===== src/rtl/inst_loader.sv =====
// Boot-time loader: assembles a little-endian byte stream into 32-bit words and writes them into the instruction RAM.
// Optional feature: define LOADER_CHECKSUM_EN to require and verify a 32-bit sum trailer after the data words.
module inst_loader #(
    parameter int             w         = 32,
    parameter logic [w-1:0]   ADDR_BASE = '0,
    parameter int             MAX_WORDS = 2057
) (
    input  logic         clk,
    input  logic         rst,
    input  logic         start,
    input  logic [7:0]   rx_data,
    input  logic         rx_valid,
    output logic         rx_ready,
    output logic         is_write,
    output logic [w-1:0] im_addr,
    output logic [w-1:0] im_inst,
    output logic         cpu_hold,
    output logic         load_done,
    output logic         load_err
);

    typedef enum logic [2:0] {
        S_IDLE  = 3'd0,
        S_HDR   = 3'd1,
        S_DATA  = 3'd2,
        S_WRITE = 3'd3,
`ifdef LOADER_CHECKSUM_EN
        S_CSUM  = 3'd4,
`endif
        S_DONE  = 3'd5,
        S_ERR   = 3'd6
    } state_t;

    state_t      state_reg;
    logic [1:0]  byte_idx_reg;
    logic [23:0] shift_reg;
    logic [31:0] word_cnt_reg;
`ifdef LOADER_CHECKSUM_EN
    logic [31:0] sum_reg;
`endif

    logic        accept;
    logic        word_complete;
    logic [31:0] rx_word;

    // The three earlier bytes sit in shift_reg, so the incoming byte completes the word combinationally.
    assign accept        = rx_valid && rx_ready;
    assign word_complete = accept && (byte_idx_reg == 2'd3);
    assign rx_word       = {rx_data, shift_reg};

    always_ff @(posedge clk or posedge rst) begin
        if (rst) begin
            state_reg    <= S_IDLE;
            byte_idx_reg <= 2'd0;
            shift_reg    <= '0;
            word_cnt_reg <= '0;
`ifdef LOADER_CHECKSUM_EN
            sum_reg      <= '0;
`endif
            rx_ready     <= 1'b0;
            is_write     <= 1'b0;
            im_addr      <= ADDR_BASE;
            im_inst      <= '0;
            cpu_hold     <= 1'b0;
            load_done    <= 1'b0;
            load_err     <= 1'b0;
        end else begin
            is_write <= 1'b0;
            if (accept) begin
                byte_idx_reg <= byte_idx_reg + 2'd1;
                shift_reg    <= {rx_data, shift_reg[23:8]};
            end

            case (state_reg)
                S_IDLE, S_DONE, S_ERR: begin
                    if (start) begin
                        state_reg    <= S_HDR;
                        im_addr      <= ADDR_BASE;
                        byte_idx_reg <= 2'd0;
`ifdef LOADER_CHECKSUM_EN
                        sum_reg      <= '0;
`endif
                        rx_ready     <= 1'b1;
                        cpu_hold     <= 1'b1;
                        load_done    <= 1'b0;
                        load_err     <= 1'b0;
                    end
                end

                S_HDR: begin
                    if (word_complete) begin
                        word_cnt_reg <= rx_word;
                        if (rx_word == 32'd0) begin
`ifdef LOADER_CHECKSUM_EN
                            state_reg <= S_CSUM;
`else
                            state_reg <= S_DONE;
                            rx_ready  <= 1'b0;
                            cpu_hold  <= 1'b0;
                            load_done <= 1'b1;
`endif
                        end else if (rx_word > 32'(MAX_WORDS)) begin
                            state_reg <= S_ERR;
                            rx_ready  <= 1'b0;
                            load_err  <= 1'b1;
                        end else begin
                            state_reg <= S_DATA;
                        end
                    end
                end

                S_DATA: begin
                    if (word_complete) begin
                        state_reg <= S_WRITE;
                        rx_ready  <= 1'b0;
                        is_write  <= 1'b1;
                        im_inst   <= w'(rx_word);
                    end
                end

                // The write strobe is high during this state; address and count advance as it ends.
                S_WRITE: begin
                    im_addr      <= im_addr + w'(4);
                    word_cnt_reg <= word_cnt_reg - 32'd1;
`ifdef LOADER_CHECKSUM_EN
                    sum_reg      <= sum_reg + 32'(im_inst);
`endif
                    if (word_cnt_reg == 32'd1) begin
`ifdef LOADER_CHECKSUM_EN
                        state_reg <= S_CSUM;
                        rx_ready  <= 1'b1;
`else
                        state_reg <= S_DONE;
                        cpu_hold  <= 1'b0;
                        load_done <= 1'b1;
`endif
                    end else begin
                        state_reg <= S_DATA;
                        rx_ready  <= 1'b1;
                    end
                end

`ifdef LOADER_CHECKSUM_EN
                S_CSUM: begin
                    if (word_complete) begin
                        rx_ready <= 1'b0;
                        if (rx_word == sum_reg) begin
                            state_reg <= S_DONE;
                            cpu_hold  <= 1'b0;
                            load_done <= 1'b1;
                        end else begin
                            state_reg <= S_ERR;
                            load_err  <= 1'b1;
                        end
                    end
                end
`endif

                default: begin
                    state_reg <= S_IDLE;
                    rx_ready  <= 1'b0;
                    cpu_hold  <= 1'b0;
                end
            endcase
        end
    end

endmodule

===== config.mk =====
export PLATFORM = sky130hd
export DESIGN_NAME = inst_loader
export DESIGN_NICKNAME = d
export VERILOG_FILES = /design/src/rtl/inst_loader.sv
export SDC_FILE = /design/constraint.sdc
export NUM_CORES = 1
export LEC_CHECK = 0
export CORE_ASPECT_RATIO = 1.1
export CORE_MARGIN = 2
export CORE_UTILIZATION = 60
export DETAILED_ROUTE_END_ITERATION = 8
export DONT_BUFFER_PORTS = 1
export PLACE_DENSITY = 0.74
export SYNTH_ARGS = -nofsm -noshare
export SYNTH_HDL_FRONTEND = slang
export SYNTH_SLANG_ARGS = --single-unit

===== constraint.sdc =====
create_clock -name clk -period 5 [get_ports clk]
set_input_delay 1 -clock clk [delete_from_list [all_inputs] [get_ports clk]]
set_output_delay 1 -clock clk [all_outputs]
set_load 0.01 [all_outputs]

# Word-level counts from Yosys, hierarchy flattened
# Cells that the tools add are included.
# classes
muxes	36
reduce_logical	17
eq_ne	16
order_cmp	1
addsub	3
n_bitwise	1
# op_table
operator	n
32-bit one-hot mux with 2 select lines	2
32-bit two-way mux	2
32-bit by 3-bit adder with 32-bit output (second input constant)	1
32-bit by 1-bit == test with 1-bit output (second input constant)	1
32-bit by 12-bit > comparator with 1-bit output (second input constant)	1
32-bit zero test	1
32-bit by 1-bit subtractor with 32-bit output (second input constant)	1
5-bit AND reduction	4
1-bit two-way mux	18
3-bit two-way mux	6
2-bit inequality test (second input constant)	8
3-bit one-hot mux with 4 select lines	1
1-bit one-hot mux with 4 select lines	2
3-bit by 2-bit == test with 1-bit output (second input constant)	2
3-bit == test (second input constant)	2
2-bit two-way mux	3
2-bit AND reduction	3
2-bit nonzero test	3
3-bit by 1-bit == test with 1-bit output (second input constant)	1
3-bit zero test	1
3-bit inequality test (second input constant)	1
1-bit one-hot mux with 3 select lines	1
3-bit AND reduction	1
3-bit nonzero test	1
other kinds (6)	7
# word_totals
regBits	130
word_cells	85
output_inout_bits	69
in_bits	12

# Depth between registers and ports, before layout
# logic_depth
ltp_word	5
ltp_mapped	8
mapped_depth_nobuf	7

# Least setup slack after synthesis
# OpenSTA, ideal clock, no wires.
# synth_timing
path_kind	reg2reg
from	register word_cnt_reg[11]
to	register rx_ready
t_required_ns	4.874
setup_slack_ns	2.366
path_stages_with_launch	6
setup_time_ns	0.126
path_buffers	0
arrival_ns	2.508
synth_period_minus_slack_ns	2.634
cell_sequence	dfrtp_1 or4_4 or4_4 or4b_4 or2_0 a221o_1
# synth_between
elab_chain_cells	3
# synth_rtl
item	line	source
start, declared	37	logic [31:0] word_cnt_reg;
start signal, assigned	92	word_cnt_reg <= rx_word;
start signal, assigned	124	word_cnt_reg <= word_cnt_reg - 32'd1;
32-bit by 1-bit == test with 1-bit output	128	if (word_cnt_reg == 32'd1) begin
2-bit inequality test (no line)	n/a	
5-bit AND reduction (no line)	n/a	
end signal, assigned	115	rx_ready <= 1'b0;
end signal, assigned	139	rx_ready <= 1'b1;
end signal, assigned	161	rx_ready <= 1'b0;
end, declared	13	output logic rx_ready,
# Every way passes these cells.
# A chain may end at the register's enable or synchronous reset.

# Final worst setup path
# layout_timing
from	register state_reg[1]
to	register word_cnt_reg[14]
# layout_between
elab_chain_cells	3
word_cells_on_any_way	6
classes_between	eq/ne (3); mux (1); reduce/logical (2)
# layout_rtl
item	line	source
start, declared	34	state_t state_reg;
start signal, assigned	53	state_reg <= S_IDLE;
start signal, assigned	77	state_reg <= S_HDR;
start signal, assigned	97	state_reg <= S_DONE;
3-bit by 1-bit == test with 1-bit output / 3-bit by 2-bit == test with 1-bit output (equally long branches)	74	case (state_reg)
2-bit inequality test (no line) / 2-bit nonzero test (equally long branches)	n/a	
2-bit AND reduction (no line)	n/a	
# Parallel ways exist; a longest one is shown, timed or not.

==> flow_summary.ini <==
[floorplan]
die_area_mm2 = 0.0115
die_h_um = 112
fp.dieW_um = 102
rows = 39
initial_core_util_pct = 61.4
core_mm2 = 0.0104
io_pins = 81

[synth]
async_reset_ff_share_pct = 100
synthTopCellsByArea = dfrtp_1 (50%), mux2_2 (9.9%), o21ai_0 (3.4%)
ys_seq_area_share_pct = 50.2
netlist_area_mm2 = 0.00638
yosysTopAreaCell = dfrtp_1
yosys_warnings = 0
synth_flop_cell = dfrtp_1
synth.top_cell.area_share_pct = 50.2
synth_edf_count = 0
ys_ff_latch = 128
synth_cells = 630
synthMostInstantiatedCell = dfrtp_1
yosys.cell_types.count = 59
ys_top_cells_by_count = dfrtp_1 (128), mux2_2 (56), nand2_1 (50)
avgSynthCellArea_um2 = 10.1

[worst_hold_path]
min_path_type = in2async

[clock_network]
clkSinkCount = 128
holdBufCountCts = 0
cts.root.buffer_cell = clkbuf_16
path_clk_slew_ns = 0.06
cts_tree = yes
cts_buffer_depth = 2
post_cts_buffers = 0
ctsResizeCount = 0
htreeDepth = 4
cts_buffers = 17
clock_latency_ns = 0.42

[critical_path]
critical_path_required_ns = 5.30
slowest_delay_ns = 0.93
cp_top_family = simple AND/OR/NAND/NOR gates
path_max_fanout = 53
path_buf_inv = 0
rr_worst_depth = 5
crit_path_end_kind = flip-flop
critical_path.slowest_cell = dfrtp_2
r2r_setup_slack_ns = 1.78
r2r_start = state_reg[1]
path_cells = nand3b_1, or3_1, nor3_1, a21oi_1, o32a_1
path_class = reg2reg
cp-start-kind = flip-flop
r2r-end = word_cnt_reg[14]
arrival_ns = 3.53

[global_routing]
grt_pass1_vias = 5189
track_usage_pct = 29.2
grt_max_degree = 54
globalRouteOverflowTotal = 0
grt_pass1_wl_um = 26000
antenna_found_initial = 0

[timing]
setup_violations = 0
rsz0062_at_grt = no
relSlewSlack_pct = 19.8
fin_skew_ns = 0.00578
fmax_ghz = 0.310
min_period_ns = 3.22
tns_ns = 0
hold_viol_final = 0
hold_slack_ns = 0.526
tightest_slew_ns = 1.20
fin_crit_sh_pct = 64.4
slew_violations = 0

[route]
viasPerCell = 6.61
drc = 0
vias = 5143
dr.pass1.iters = 7
routed_wl_um = 15700
wl_per_cell_um = 20.1
antenna_left = 0
drtIter0Drc = 430

[place]
io_buffers = 0
gp_congestion = 0.870
hpwl_um = 10500

[power_and_ir_drop]
ir_worst_vdd_v = 0.000433
power.density_mw_per_mm2 = 626
leakage_nw = 3.06
combPwrFrac_pct = 26.6
sw_frac_of_total_pct = 37.3
power.share.clock_pct = 30.3
power.net_switching_w = 0.00166
p_seq_share_pct = 43.1
intPower_w = 0.00280

[layout]
drive_above_1_share_pct = 16.9
nets = 638
syn2layout_area_growth_pct = 11.6
fill_cells = 788
diodes = 0

[outcome]
outcome = complete, no violations

[flow_run]
max-cap-violations = 0
==> how the worst max path moves through the flow <==
stage / startpoint / end / slack [ns] / cells after the start
6_report: state_reg[1] / word_cnt_reg[14] / 1.78 / 5
4_1_cts: state_reg[1] / im_addr[22] / 1.80 / 6
5_1_grt: state_reg[1] / word_cnt_reg[22] / 1.43 / 5
3_3_place_gp: state_reg[1] / word_cnt_reg[14] / 1.95 / 5
2_1_floorplan: rst / byte_idx_reg[0] / 0.59 / 1
3_5_place_dp: state_reg[1] / im_addr[22] / 1.80 / 6
==> power by group through the flow <==
stage | logic [W] | clock network [W] | registers [W]
6_report | 0.00118 | 0.00135 | 0.00192
5_1_grt | 0.00131 | 0.00142 | 0.00199
3_5_place_dp | 0.00117 | 0 | 0.00193
4_1_cts | 0.00118 | 0.00137 | 0.00191
2_1_floorplan | 0.00104 | 0 | 0.00168
3_3_place_gp | 0.00112 | 0 | 0.00191
==> placed cells by master (no fill, tap or decap), types with 6 or more instances in the layout <==
cell	count
inv_1	8
nand2_1	50
clkbuf_16	17
nand3_1	38
mux2_2	56
o21ai_0	44
o211ai_1	6
dfrtp_1	127
or3_1	12
o31ai_1	7
nand4_1	8
and4_1	8
nor2_1	35
nor3_1	29
a21oi_1	28
o22ai_1	15
buf_4	7
mux2i_1	13
and3_1	8
nor4_1	23
==> metal layers <==
layer | global-route usage (%) | wire length, um
met2 | 47.4 | 7970
met4 | 11.6 | 275
met1 | 37.5 | 6320
met5 | 0 | 0
met3 | 7.53 | 1100
==> cell families (layout without fill, tap and decap cells) <==
group	Yosys count	after routing	share of synthesized area [%]
other	1	2	0.0587
AOI/OAI and AO/OA	136	136	13.5
buffers and inverters	44	48	2.70
and+or+nand+nor	241	241	19.9
adders and majority gates	4	4	0.784
muxes	69	69	11.9
DFF	128	128	50.2
xor gates and xnor gates	7	7	0.960
==> worst reg2reg max path, stage by stage (launching register included) <==
cell      delay, ns
dfrtp_2        0.93
nand3b_1       0.82
or3_1          0.62
nor3_1         0.41
a21oi_1        0.14
o32a_1         0.18
==> final cells by class <==
type | instances | area (um^2) | area share, %
Clock inverter | 15 | 218 | 3.05
Timing Repair Buffer | 7 | 52.6 | 0.737
Clock buffer | 17 | 425 | 5.97
Tap cell | 143 | 179 | 2.51
Sequential cell | 128 | 3200 | 45.0
Multi-Input combinational cell | 459 | 3010 | 42.3
Inverter | 9 | 36.3 | 0.509
==> per-stage QoR <==
step	instances	utilization [%]	cell area, um^2	setup WS [ns]	total power, W
5_1_grt	778	68.6	7130	1.43	0.00471
3_3_place_gp	746	62.4	6480	1.95	0.00303
2_1_floorplan	631	-	6390	0.587	0.00272
4_1_cts	778	68.6	7130	1.80	0.00446
3_5_place_dp	746	62.4	6480	1.80	0.00310
6_report	778	68.6	7130	1.78	0.00446
Note: power is estimated with default switching activity, not from simulation.
